===== src/rtl/alu_pipe_pkg.sv =====
// Shared types for the pipelined signed ALU: opcode encoding, status flags and helpers.
package alu_pipe_pkg;

    localparam int unsigned OP_W    = 3;
    localparam int unsigned FLAGS_W = 4;

    localparam int unsigned FLAG_ZERO = 0;
    localparam int unsigned FLAG_NEG  = 1;
    localparam int unsigned FLAG_OVF  = 2;
    localparam int unsigned FLAG_ERR  = 3;

    typedef enum logic [OP_W-1:0] {
        OP_ADD   = 3'd0,
        OP_SUBAB = 3'd1,
        OP_SUBBA = 3'd2,
        OP_MULLO = 3'd3,
        OP_MULHI = 3'd4,
        OP_AND   = 3'd5,
        OP_OR    = 3'd6,
        OP_XOR   = 3'd7
    } op_e;

    typedef struct packed {
        logic err;
        logic ovf;
        logic neg;
        logic zero;
    } flags_t;

    function automatic logic is_mul(input op_e op);
        return (op == OP_MULLO) || (op == OP_MULHI);
    endfunction

endpackage


===== src/rtl/alu_pipe_mul.sv =====
// Signed DATAW x DATAW multiplier with STAGES register stages and a shared enable.
module alu_pipe_mul #(
    parameter int unsigned DATAW  = 16,
    parameter int unsigned STAGES = 2
) (
    input  logic                      clk,
    input  logic                      en_i,
    input  logic signed [DATAW-1:0]   a_i,
    input  logic signed [DATAW-1:0]   b_i,
    output logic signed [2*DATAW-1:0] p_o
);

    localparam int unsigned PW = 2 * DATAW;

    logic signed [PW-1:0] a_ext;
    logic signed [PW-1:0] b_ext;
    logic signed [PW-1:0] pipe_q [STAGES];

    assign a_ext = PW'(a_i);
    assign b_ext = PW'(b_i);

    // Product is formed at the first stage and then carried through the remaining ones.
    always_ff @(posedge clk) begin
        if (en_i) begin
            pipe_q[0] <= a_ext * b_ext;
            for (int unsigned i = 1; i < STAGES; i++) begin
                pipe_q[i] <= pipe_q[i-1];
            end
        end
    end

    assign p_o = pipe_q[STAGES-1];

endmodule


===== src/rtl/alu_pipe.sv =====
// Fully pipelined signed ALU, fixed latency MUL_STAGES+2, valid/ready on both sides.
// Optional build macro ALU_PIPE_SAT_EN: saturate ADD/SUBAB/SUBBA/MULLO instead of wrapping.
module alu_pipe
    import alu_pipe_pkg::*;
#(
    parameter int unsigned DATAW      = 16,
    parameter int unsigned OPS        = 8,
    parameter int unsigned OPCODEW    = (OPS > 1) ? $clog2(OPS) : 1,
    parameter int unsigned MUL_STAGES = 2
) (
    input  logic               clk,
    input  logic               rst,
    input  logic               in_valid,
    output logic               in_ready,
    input  logic [OPCODEW-1:0] opcode,
    input  logic [DATAW-1:0]   dataa,
    input  logic [DATAW-1:0]   datab,
    output logic               out_valid,
    input  logic               out_ready,
    output logic [DATAW-1:0]   result,
    output logic [3:0]         flags
);

    localparam int unsigned WW = 2 * DATAW;
`ifdef ALU_PIPE_SAT_EN
    localparam bit SAT_EN = 1'b1;
`else
    localparam bit SAT_EN = 1'b0;
`endif

    logic stall_c;
    logic en_c;
    logic accept_c;

    // Stage 0: input register
    logic               v0_q;
    logic [OPCODEW-1:0] op0_q;
    logic [DATAW-1:0]   a0_q;
    logic [DATAW-1:0]   b0_q;

    op_e                op0_c;
    logic               err0_c;
    logic signed [WW-1:0] sa_c;
    logic signed [WW-1:0] sb_c;
    logic [WW-1:0]      raw0_c;

    // Stages 1..MUL_STAGES: non-mul results delayed alongside the multiplier
    logic               vd_q   [MUL_STAGES];
    op_e                opd_q  [MUL_STAGES];
    logic               errd_q [MUL_STAGES];
    logic [WW-1:0]      rawd_q [MUL_STAGES];
    logic signed [WW-1:0] prod_c;

    // Select stage: full-precision value of the beat, mul or not
    logic               vf_q;
    op_e                opf_q;
    logic               errf_q;
    logic [WW-1:0]      widef_q;

    // Output register
    logic               out_valid_q;
    logic [DATAW-1:0]   result_q;
    flags_t             flags_q;

    logic [DATAW:0]     hi_c;
    logic               fits_c;
    logic [DATAW-1:0]   res_d;
    flags_t             flags_d;

    assign stall_c  = out_valid_q && !out_ready;
    assign en_c     = !stall_c;
    assign in_ready = !stall_c && !rst;
    assign accept_c = in_valid && in_ready;

    assign sa_c = WW'($signed(a0_q));
    assign sb_c = WW'($signed(b0_q));

    // Full-precision add/sub and zero-extended logic results from stage 0
    always_comb begin
        op0_c  = op_e'(OP_W'(op0_q));
        err0_c = (32'(op0_q) >= OPS);
        raw0_c = '0;
        case (op0_c)
            OP_ADD:   raw0_c = sa_c + sb_c;
            OP_SUBAB: raw0_c = sa_c - sb_c;
            OP_SUBBA: raw0_c = sb_c - sa_c;
            OP_AND:   raw0_c = WW'(a0_q & b0_q);
            OP_OR:    raw0_c = WW'(a0_q | b0_q);
            OP_XOR:   raw0_c = WW'(a0_q ^ b0_q);
            default:  raw0_c = '0;
        endcase
    end

    alu_pipe_mul #(
        .DATAW  (DATAW),
        .STAGES (MUL_STAGES)
    ) u_mul (
        .clk  (clk),
        .en_i (en_c),
        .a_i  (a0_q),
        .b_i  (b0_q),
        .p_o  (prod_c)
    );

    // The value fits in DATAW signed bits when its top DATAW+1 bits are all equal.
    assign hi_c   = widef_q[WW-1:DATAW-1];
    assign fits_c = (&hi_c) || !(|hi_c);

    always_comb begin
        res_d   = widef_q[DATAW-1:0];
        flags_d = '0;
        case (opf_q)
            OP_ADD, OP_SUBAB, OP_SUBBA, OP_MULLO: begin
                flags_d.ovf = !fits_c;
                if (SAT_EN && !fits_c) begin
                    res_d = widef_q[WW-1] ? {1'b1, {(DATAW-1){1'b0}}}
                                          : {1'b0, {(DATAW-1){1'b1}}};
                end
            end
            OP_MULHI: res_d = widef_q[WW-1:DATAW];
            default:  ;
        endcase
        if (errf_q) begin
            res_d        = '0;
            flags_d      = '0;
            flags_d.err  = 1'b1;
            flags_d.zero = 1'b1;
        end else begin
            flags_d.neg  = res_d[DATAW-1];
            flags_d.zero = (res_d == '0);
        end
    end

    // Every stage advances together unless the output is blocked.
    always_ff @(posedge clk) begin
        if (rst) begin
            v0_q        <= 1'b0;
            vf_q        <= 1'b0;
            out_valid_q <= 1'b0;
            result_q    <= '0;
            flags_q     <= '0;
            for (int unsigned i = 0; i < MUL_STAGES; i++) begin
                vd_q[i] <= 1'b0;
            end
        end else if (en_c) begin
            v0_q <= accept_c;
            if (accept_c) begin
                op0_q <= opcode;
                a0_q  <= dataa;
                b0_q  <= datab;
            end
            vd_q[0]   <= v0_q;
            opd_q[0]  <= op0_c;
            errd_q[0] <= err0_c;
            rawd_q[0] <= raw0_c;
            for (int unsigned i = 1; i < MUL_STAGES; i++) begin
                vd_q[i]   <= vd_q[i-1];
                opd_q[i]  <= opd_q[i-1];
                errd_q[i] <= errd_q[i-1];
                rawd_q[i] <= rawd_q[i-1];
            end
            vf_q    <= vd_q[MUL_STAGES-1];
            opf_q   <= opd_q[MUL_STAGES-1];
            errf_q  <= errd_q[MUL_STAGES-1];
            widef_q <= is_mul(opd_q[MUL_STAGES-1]) ? prod_c : rawd_q[MUL_STAGES-1];
            out_valid_q <= vf_q;
            if (vf_q) begin
                result_q <= res_d;
                flags_q  <= flags_d;
            end
        end
    end

    assign out_valid = out_valid_q;
    assign result    = result_q;
    assign flags     = flags_q;

endmodule


===== config.mk =====
export PLATFORM = sky130hd
export DESIGN_NAME = alu_pipe
export DESIGN_NICKNAME = d
export VERILOG_FILES = /design/src/rtl/alu_pipe_pkg.sv /design/src/rtl/alu_pipe_mul.sv /design/src/rtl/alu_pipe.sv
export SDC_FILE = /design/constraint.sdc
export NUM_CORES = 1
export LEC_CHECK = 0
export CAP_MARGIN = 20
export CORE_MARGIN = 4
export CORE_UTILIZATION = 40
export CTS_CLUSTER_SIZE = 20
export DETAILED_ROUTE_END_ITERATION = 16
export PLACE_DENSITY = 0.65
export SLEW_MARGIN = 20
export SYNTH_ARGS = -nofsm -noshare
export SYNTH_HDL_FRONTEND = slang
export SYNTH_HIERARCHICAL = 1
export SYNTH_SLANG_ARGS = --single-unit

===== constraint.sdc =====
create_clock -name clk -period 6.5 [get_ports clk]
set_input_delay 0.65 -clock clk [delete_from_list [all_inputs] [get_ports clk]]
set_output_delay 0.65 -clock clk [all_outputs]
set_load 0.01 [all_outputs]

==> impl_metrics.py, run 1 <==
metrics = {
    "cells_and_area": {
        "diodes": 0,
        "n_fill_cell": 4719,
        "syn2layout_area_growth_pct": 10.5,
        "layout.nets": 2405,
        "drive_above_1_share_pct": 7.93,
    },
    "synthesis": {
        "synth_seq_cells": 197,
        "synthCells": 1901,
        "synthFlopType": "edfxtp_1",
        "synth-edff-count": 176,
        "netlist_top_cells_area": "edfxtp_1 27%, fa_1 27%, ha_1 9.2%, inv_1 6.3%, and2_1 4.1%",
        "synth_warnings": 6,
        "syn_area_mm2": 0.0199,
        "async_flop_share_pct": 0,
        "synth.most_common_cell": "inv_1",
        "synth_top_area_share_pct": 26.5,
        "ys_seq_area_share_pct": 28.6,
        "synth_fp_nets": 2351,
        "ys_types": 91,
        "syn_avg_cell_area_um2": 10.5,
        "ys_top_cells_by_count": "334 x inv_1, 264 x fa_1, 207 x nand2_1",
        "synth_largest_area_cell": "edfxtp_1",
    },
    "global_routing": {
        "grt_pass1_vias": 13900,
        "top_usage_layer": "met2",
        "met1_usage_pct": 24.1,
        "globalRouteOverflowTotal": 0,
        "grtUsageMet3_pct": 2.31,
        "grtUsageTotal_pct": 17.6,
        "grt_pass1_wl_um": 74400,
        "antenna_found_initial": 0,
        "grt_max_degree": 78,
        "grtUsageMet2_pct": 29.2,
    },
    "clocking": {
        "cts.path.max_buffers": 2,
        "cts.sink_count": 197,
        "numCtsBuffers": 17,
        "clock_latency_ns": 0.47,
        "cts_root_buf": "clkbuf_16",
        "cts.htree.levels": 4,
        "path_clk_slew_ns": 0.08,
        "cts_hold_buf": 0,
        "cts_tree": "done",
    },
    "place": {
        "io_buffers": 59,
        "place_ws_ns": 0.0970,
        "gp_congestion": 0.899,
        "dpl.hpwl_um": 36800,
    },
    "floorplanning": {
        "die-area_mm2": 0.0535,
        "core_area_mm2": 0.0491,
        "initial_utilization_pct": 40.6,
        "fp.dieW_um": 231,
        "dieHeight_um": 231,
        "fp-row-count": 81,
        "num_io_pins": 61,
    },
    "power": {
        "p_total_w": 0.0109,
        "ir_worst_vdd_uv": 621,
        "p_leak_nw": 9.94,
        "powerDensity_mw_per_mm2": 495,
    },
    "min_path": {
        "hold_class": "register to register",
        "min_from": "u_mul/pipe_q[0][0]",
        "hold_path_depth": 0,
    },
    "setup_path": {
        "crit_top_cell": "fa_1",
        "crit_path_max_fanout": 6,
        "r2r_cells": 19,
        "start_kind": "register",
        "slowest_delay_ns": 0.59,
        "crit_start": "b0_q[1]",
        "critical_path_class": "register to register",
        "cp_data_required_time_ns": 6.70,
        "cp-end-kind": "register",
        "cpMaxStageDelayCell": "edfxtp_1",
        "rr_startpoint": "b0_q[1]",
        "crit_arrival_ns": 6.44,
        "worstPathCellList": "buf_4 -> nand2_1 -> fa_1 -> fa_1 -> fa_1 -> inv_1 -> fa_1 -> fa_1 -> inv_1 -> fa_1 -> inv_1 -> ha_1 -> and2_1 -> a221oi_1 -> o21ai_1 -> nand2_1 -> nand3_1 -> o2111a_1 -> a211o_1",
    },
    "drt": {
        "routedWlPerCell_um": 17.6,
        "wl_um": 46200,
        "drt_first_pass_iters": 5,
        "vias_per_cell": 5.08,
        "first_iter_violations": 878,
        "ant_nets": 0,
        "num_vias": 13400,
        "drcViolationCount": 0,
    },
    "sta": {
        "fin_tns_setup_ns": 0,
        "rsz0062_at_grt": "false",
        "max_freq_mhz": 160,
        "finalSetupViolations": 0,
        "hold_violations": 0,
        "period_share_pct": 96.0,
        "slew_headroom_pct": 27.6,
        "max_slew.worst_pin.slew_ns": 1.09,
        "finalCriticalPeriod_ns": 6.24,
        "slew_violations": 0,
        "fin_skew_ns": 0.0139,
        "setup_ws_ns": 0.263,
    },
    "run_status": {
        "status": "completed",
    },
    "flow_run": {
        "drv_cap": 0,
    },
}
## critical path: cells and delay by family, from the launching register on
kind	cells	cell delay (ns)
compound gates	4	1.07
fa+ha+maj	7	3.38
buf+inv	4	0.35
flops	1	0.59
simple gates	4	0.59
## routing by layer
layer | vias to the layer above | wire [µm]
li1 | 6231 | -
met1 | 6759 | 20900
met2 | 311 | 22400
met3 | 59 | 1690
met4 | 0 | 1180
met5 | - | 0
## area by class of cell
| type | count | area, µm² | share of cell area, % |
|---|---|---|---|
| inverter | 338 | 1270 | 5.76 |
| clock inverter | 14 | 176 | 0.801 |
| clock buffer | 18 | 429 | 1.95 |
| sequential | 197 | 5710 | 25.9 |
| multi-input combinational | 1265 | 12500 | 56.5 |
| timing repair buffer | 136 | 1170 | 5.30 |
| tap | 664 | 831 | 3.77 |
## stage by stage
stage	utilization, %	hold slack [ns]	instances	cell area (µm²)
5_1_grt	44.9	0.424	2632	22000
3_3_place_gp	43.2	0.401	2567	21200
6_report	44.9	0.420	2632	22000
3_5_place_dp	43.2	0.405	2567	21200
4_1_cts	44.4	0.419	2599	21800
2_1_floorplan	-	0.400	1901	19900
## cell families after synthesis
| family | share of synthesized area [%] |
|---|---|
| and+or+nand+nor | 12.5 |
| buffers and inverters | 9.05 |
| adders and majority gates | 35.7 |
| AOI/OAI and AO/OA | 9.13 |
| DFF | 28.6 |
| xor gates and xnor gates | 3.30 |
| muxes | 1.67 |
| other | 0.0188 |
## placed cells by master (no fill, tap or decap), drive strengths merged, types with 5 or more instances in the layout
cell           instances
dfxtp                 21
o221ai                 7
a21oi                 44
nor3                  10
a21o                  36
o31ai                  7
clkbuf                18
xnor2                 59
xor2                  16
o21ai                 35
a211oi                24
clkdlybuf4s50         59
nand3                 12
nor2                  74
a31oi                 10
nand4                 13
and2                 133
o41ai                  5
a41oi                  5
nor4                  15
a22oi                  8
o21a                   6
o21bai                 6
buf                   77
o211ai                 5
nand2b                 9
a22o                  13
edfxtp               176
ha                   147
nand2                207
mux2i                 31
fa                   264
inv                  347
nor2b                 12
## final timing paths
| path | to | slack (ns) |
|---|---|---|
| max reg2reg | u_mul/pipe_q[0][30] | 0.26 |
| min reg2reg | u_mul/pipe_q[0][32] | 0.42 |
| min | u_mul/pipe_q[0][32] | 0.42 |
| max | u_mul/pipe_q[0][30] | 0.26 |
## registers in the layout (all words and copies together), names as in the netlist
signal	cells
u_mul/pipe_q	64
rawd_q	34
widef_q	32
a0_q	16
b0_q	16
result	16
opd_q	6
op0_c	3
opf_q	3
flags	2
vd_q	2
out_valid	1
v0_q	1
vf_q	1
## power breakdown
part / switching [W] / internal (W)
clock network: 0.000544 / 0.000555
registers: 0.000116 / 0.00205
logic: 0.00440 / 0.00324
total: 0.00506 / 0.00584
## repair_timing
action | in CTS | in global routing
endpoints found under the setup margin | 0 | 11
setup buffers | 0 | 33
gates resized for setup | 0 | 3
Power figures use the tool's default switching activity.
==> run 2, diff against run 1 <==
- SETUP_SLACK_MARGIN: default -> 0.4
==> run 2 against run 1 <==
Effect of this change: fmax is 4.4% higher; first-iteration DRC count is 1.5% lower; utilization is 0.87 points higher; highest routed layer unchanged; clock power about the same; setup slack improved by 0.26 ns; critical path type unchanged; sequential share of layout area decreased by 0.49 points; register-to-register slack gained 0.26 ns; non-clock buffer count grew 28; cell count grew 1.1%; power increased by 8.1%; largest cell class unchanged; clock skew up 0.00059 ns.
==> impl_metrics.py, run 2 (same netlist as run 1, synthesis figures left out) <==
metrics = {
    "floorplanning": {
        "fp.dieW_um": 231,
        "initial_utilization_pct": 40.6,
        "num_io_pins": 61,
        "die-area_mm2": 0.0535,
        "dieHeight_um": 231,
        "fp-row-count": 81,
        "core_area_mm2": 0.0491,
    },
    "sta": {
        "hold_violations": 0,
        "finalCriticalPeriod_ns": 5.98,
        "finalSetupViolations": 0,
        "max_slew.worst_pin.slew_ns": 1.08,
        "fin_tns_setup_ns": 0,
        "max_freq_mhz": 167,
        "period_share_pct": 91.9,
        "slew_violations": 0,
        "fin_skew_ns": 0.0145,
        "rsz0062_at_grt": "true",
        "hold_ws_ns": 0.420,
        "slew_headroom_pct": 28.2,
    },
    "clocking": {
        "cts.path.max_buffers": 2,
        "cts_tree": "done",
        "cts.htree.levels": 4,
        "cts_root_buf": "clkbuf_16",
        "clock_latency_ns": 0.46,
        "numCtsBuffers": 17,
        "path_clk_slew_ns": 0.09,
        "cts.sink_count": 197,
        "cts_hold_buf": 0,
    },
    "setup_path": {
        "crit_arrival_ns": 6.18,
        "cp-end-kind": "register",
        "critical_path_class": "register to register",
        "start_kind": "register",
        "cp_data_required_time_ns": 6.70,
        "crit_path_max_fanout": 5,
    },
    "drt": {
        "routedWlPerCell_um": 17.7,
        "first_iter_violations": 865,
        "vias_per_cell": 5.10,
        "num_vias": 13600,
        "wl_um": 47200,
        "ant_nets": 0,
        "drt_first_pass_iters": 6,
        "drcViolationCount": 0,
    },
    "place": {
        "dpl.hpwl_um": 36800,
        "io_buffers": 59,
        "gp_congestion": 0.899,
        "dp.cells": 2567,
    },
    "cells_and_area": {
        "largest_reg_flops": 64,
        "syn2layout_area_growth_pct": 12.7,
        "final_cell_mix": "328 x inv_1, 256 x fa_1, 206 x nand2_1",
        "diodes": 0,
        "layout.cells.non_filler": 2660,
        "drive_above_1_share_pct": 10.9,
        "layout.nets": 2433,
        "final_common_cell": "inv_1",
        "largest-register": "u_mul/pipe_q",
        "top_regs": "u_mul/pipe_q: 64 flops, rawd_q: 34 flops, widef_q: 32 flops",
        "final_util_pct": 45.8,
    },
    "global_routing": {
        "antenna_found_initial": 0,
        "grtUsageTotal_pct": 17.9,
        "grt_max_degree": 78,
        "globalRouteOverflowTotal": 0,
        "grt_pass1_wl_um": 75500,
        "grt_pass1_vias": 14100,
    },
    "min_path": {
        "hold_class": "register to register",
    },
    "power": {
        "powerDensity_mw_per_mm2": 524,
        "ir_worst_vdd_uv": 661,
        "p_leak_nw": 10.1,
    },
    "run_status": {
        "status": "completed",
    },
    "flow_run": {
        "drv_cap": 0,
    },
}
[run 2: cell types whose count changed in the layout (fill, tap and decap cells not counted), moves of 5 or more]
cell | previous run | this run
buf_4 | 77 | 100
fa_1 | 263 | 256
fa_2 | 1 | 8
ha_1 | 146 | 137
ha_4 | 0 | 9
inv_1 | 333 | 328
inv_2 | 5 | 10
[run 2: timing repair]
| item | 4_1_cts | 5_1_grt |
|---|---|---|
| endpoints found under the setup margin | 12 | 13 |
| gates resized for setup | 6 | 41 |
| setup buffers | 49 | 12 |
| pin swaps | 1 | 8 |
[run 2: worst paths after layout]
| check | startpoint | to | slack [ns] | depth (start not counted) |
|---|---|---|---|---|
| setup / recovery | a0_q[7] | u_mul/pipe_q[0][31] | 0.52 | 20 |
| hold / removal | u_mul/pipe_q[0][0] | u_mul/pipe_q[0][32] | 0.42 | 0 |
| setup reg to reg | a0_q[7] | u_mul/pipe_q[0][31] | 0.52 | 20 |
| hold reg to reg | u_mul/pipe_q[0][0] | u_mul/pipe_q[0][32] | 0.42 | 0 |
[run 2: layer usage]
layer | global-route usage (%) | vias to the layer above | wire length (µm)
li1 | - | 6289 | -
met1 | 24.1 | 6845 | 21100
met2 | 29.7 | 340 | 22700
met3 | 2.62 | 79 | 1960
met4 | 6.24 | 0 | 1450
met5 | 0 | - | 0
[run 2: cell type report]
type                            count  area (µm²)
Timing Repair Buffer              164        1400
Fill cell                        4670       26600
Clock inverter                     14         176
Inverter                          338        1270
Multi-Input combinational cell   1265       12600
Tap cell                          664         831
Clock buffer                       18         429
Sequential cell                   197        5710
[run 2: critical path, cell delays in order (launching register included)]
cell and delay, ns:
edfxtp_1 0.51, buf_6 0.18, and2_4 0.15, fa_1 0.48
inv_1 0.05, fa_1 0.46, fa_1 0.53, inv_2 0.04
fa_1 0.49, fa_1 0.49, inv_1 0.05, fa_1 0.49
inv_2 0.05, ha_4 0.23, a21o_1 0.20, a221o_1 0.39
a21oi_2 0.16, o211ai_2 0.13, o31a_2 0.40, a31oi_4 0.17
xnor2_1 0.07
[run 2: power by group]
| group | switching (W) | internal (W) | total (W) |
|---|---|---|---|
| Clock | 0.000548 | 0.000555 | 0.00110 |
| Combinational | 0.00473 | 0.00379 | 0.00852 |
| Sequential | 0.000109 | 0.00205 | 0.00216 |
| Total | 0.00538 | 0.00640 | 0.0118 |
[run 2: metrics by stage]
step	setup slack (ns)	total power, W	instance area [µm²]
finish	0.524	0.0118	22500
global route	0.352	0.0130	22500
CTS	0.402	0.0110	22200
detailed placement	0.0970	0.00981	21200
global placement	0.164	0.00960	21200
floorplan	0.475	0.00803	19900
==> run 3, diff against run 2 <==
- ABC_AREA: default -> 1
- HOLD_SLACK_MARGIN: default -> 0.02
==> run 3 against run 2 <==
Effect of this change: combinational power is 7.4% higher; register-to-register slack better by 0.12 ns; sequential power hardly changed; power is 5.1% higher; clock power hardly changed; count of clock-buffer cells in the layout is 1 lower; non-clock buffer count is 20 lower; global-route usage is 1.1 points higher; fmax is 2.0% higher; final area is 4.0% higher; utilization is 0.61 points lower; critical path type unchanged; highest routed layer unchanged.
==> impl_metrics.py, run 3 <==
metrics = {
    "run_status": {
        "status": "completed",
    },
    "sta": {
        "slew_violations": 0,
        "fin_skew_ns": 0.0291,
        "period_share_pct": 90.1,
        "max_freq_mhz": 171,
        "setup_ws_ns": 0.642,
        "rsz0062_at_grt": "false",
        "slew_headroom_pct": 24.5,
        "finalCriticalPeriod_ns": 5.86,
        "fin_tns_setup_ns": 0,
        "max_slew.worst_pin.slew_ns": 1.13,
        "hold_violations": 0,
        "finalSetupViolations": 0,
    },
    "clocking": {
        "cts.path.max_buffers": 2,
        "numCtsBuffers": 17,
        "cts.sink_count": 197,
        "path_clk_slew_ns": 0.08,
        "cts_tree": "done",
        "cts_root_buf": "clkbuf_16",
        "cts_hold_buf": 0,
        "cts.htree.levels": 4,
        "clock_latency_ns": 0.47,
    },
    "setup_path": {
        "regToRegSetupSlack_ns": 0.64,
        "start_kind": "register",
        "crit_start": "b0_q[4]",
        "crit_arrival_ns": 6.07,
        "cp_data_required_time_ns": 6.71,
        "crit_path_max_fanout": 12,
        "critical_path_class": "register to register",
        "cp-end-kind": "register",
        "cpMaxStageDelayCell": "edfxtp_1",
        "rr_startpoint": "b0_q[4]",
        "slowest_delay_ns": 0.53,
        "critPathTopFamily": "adder cells",
        "crit_top_cell": "inv_1",
        "worstPathCellList": "buf_4 -> nand2_1 -> inv_1 -> fa_1 -> inv_1 -> fa_1 -> fa_1 -> inv_1 -> fa_1 -> fa_1 -> inv_1 -> fa_1 -> inv_1 -> ha_1 -> nand2_1 -> inv_1 -> a21oi_1 -> nand3_1 -> nand2_1 -> inv_1 -> o21bai_1 -> nand2_1",
        "cp.buffers_inverters": 8,
    },
    "cells_and_area": {
        "final_cell_mix": "621 x inv_1, 589 x nand2_1, 261 x fa_1",
        "multi_input_area_mm2": 0.0124,
        "drive_above_1_share_pct": 7.25,
        "largest_reg_flops": 64,
        "layout.cells.non_filler": 3231,
        "final_common_cell": "inv_1",
        "largest-register": "u_mul/pipe_q",
        "n_fill_cell": 4999,
        "top_regs": "u_mul/pipe_q: 64 flops, rawd_q: 34 flops, widef_q: 32 flops",
        "syn2layout_area_growth_pct": 11.0,
        "layout.nets": 2987,
        "seq_area_mm2": 0.00571,
        "fin_area_mm2": 0.0234,
    },
    "synthesis": {
        "async_flop_share_pct": 0,
        "ys_top_cells_by_count": "623 x inv_1, 589 x nand2_1, 264 x fa_1",
        "synth_warnings": 6,
        "synth_top_area_share_pct": 25.1,
        "netlist_top_cells_area": "edfxtp_1 25%, fa_1 25%, inv_1 11%, nand2_1 10%, ha_1 8.7%",
        "ys_seq_area_share_pct": 27.1,
        "ys_types": 49,
        "syn_avg_cell_area_um2": 8.48,
        "synth_largest_area_cell": "edfxtp_1",
        "syn_area_mm2": 0.0211,
        "synthCells": 2483,
        "synth-edff-count": 176,
        "synth.most_common_cell": "inv_1",
        "synthFlopType": "edfxtp_1",
        "synth_seq_cells": 197,
        "synth_fp_nets": 2933,
    },
    "floorplanning": {
        "fp-row-count": 83,
        "initial_utilization_pct": 40.7,
        "dieHeight_um": 237,
        "fp.dieW_um": 237,
        "core_area_mm2": 0.0517,
        "num_io_pins": 61,
        "die-area_mm2": 0.0564,
    },
    "place": {
        "gp_congestion": 0.896,
        "dp.cells": 3150,
        "place_area_mm2": 0.0222,
        "place_ws_ns": 0.313,
        "dpl.hpwl_um": 42000,
        "io_buffers": 59,
    },
    "global_routing": {
        "grt_max_degree": 65,
        "antenna_found_initial": 0,
        "globalRouteOverflowTotal": 0,
        "grtUsageTotal_pct": 19.0,
        "grt_pass1_vias": 16100,
        "grt_pass1_wl_um": 85200,
    },
    "drt": {
        "drcViolationCount": 0,
        "num_vias": 15800,
        "routedWlPerCell_um": 16.2,
        "drt_first_pass_iters": 5,
        "first_iter_violations": 1288,
        "ant_nets": 0,
        "wl_um": 52300,
        "vias_per_cell": 4.90,
    },
    "min_path": {
        "min_from": "rawd_q[0][5]",
        "hold_class": "register to register",
    },
    "flow_run": {
        "drv_cap": 0,
    },
    "power": {
        "powerDensity_mw_per_mm2": 530,
        "p_total_w": 0.0124,
        "ir_worst_vdd_uv": 559,
        "p_leak_nw": 12.3,
    },
}
run 3: changes by cell type after synthesis, sizes merged, moves of 55 or more:
cell / before / now
nor2: 74 / 129
xnor2: 59 / 1
nand2: 207 / 595
and2: 133 / 2
nand3: 12 / 107
inv: 338 / 639
run 3: worst paths after layout:
path                            depth (start not counted)                  end
worst max-delay path                                   22  u_mul/pipe_q[0][19]
worst min-delay path                                    0        rawd_q[0][37]
worst max register to register                         22  u_mul/pipe_q[0][19]
worst min register to register                          0        rawd_q[0][37]
run 3: what timing repair did:
item | CTS | global route
endpoints found under the setup margin | 5 | 16
pin swaps | 0 | 1
gates resized for setup | 1 | 5
buffers inserted | 3 | 45
run 3: cell type report:
cell class                      instances  share of cell area (%)
Sequential cell                       197                    24.4
Clock inverter                         15                   0.755
Multi-Input combinational cell       1538                    53.2
Timing Repair Buffer                  144                    5.90
Antenna cell                            1                  0.0107
Inverter                              639                    10.3
Tap cell                              680                    3.64
Clock buffer                           17                    1.82
run 3: cells by family (layout without fill, tap and decap cells):
family | count (synthesis) | in the layout | synth area share (%)
compound gates | 177 | 177 | 4.92
mux | 16 | 16 | 0.856
simple gates | 900 | 900 | 17.9
other cells | 1 | 2 | 0.0178
buf+inv | 748 | 815 | 14.1
fa+ha+maj | 411 | 411 | 33.8
flops | 197 | 197 | 27.1
xor+xnor | 33 | 33 | 1.37
run 3: worst register-to-register path: stages (launching register included):
cell and delay, ns:
edfxtp_1 0.53, buf_4 0.25, nand2_1 0.07, inv_1 0.05
fa_1 0.53, inv_1 0.05, fa_1 0.45, fa_1 0.51
inv_1 0.05, fa_1 0.53, fa_1 0.51, inv_1 0.05
fa_1 0.47, inv_1 0.04, ha_1 0.34, nand2_1 0.15
inv_1 0.08, a21oi_1 0.29, nand3_1 0.24, nand2_1 0.16
inv_1 0.05, o21bai_1 0.13, nand2_1 0.08
run 3: metal layers:
metal  global-route usage, %  share of wire (%)  vias up
li1                        -                  -     7577
met1                    25.8                 45     7757
met2                    31.2                 47      423
met3                    2.69                5.0       79
met4                    7.06                3.5        0
met5                       0                  0        -
run 3: per-stage QoR:
stage | util [%] | hold slack, ns
after floorplan | - | 0.400
after global placement | 43.0 | 0.403
after detailed placement | 43.0 | 0.405
after CTS | 44.2 | 0.416
after global routing | 45.2 | 0.423
final | 45.2 | 0.413
run 3: power breakdown:
part / internal [W] / switching (W) / total [W]
Clock: 0.000523 / 0.000563 / 0.00109
Combinational: 0.00326 / 0.00589 / 0.00915
Sequential: 0.00204 / 0.000107 / 0.00215
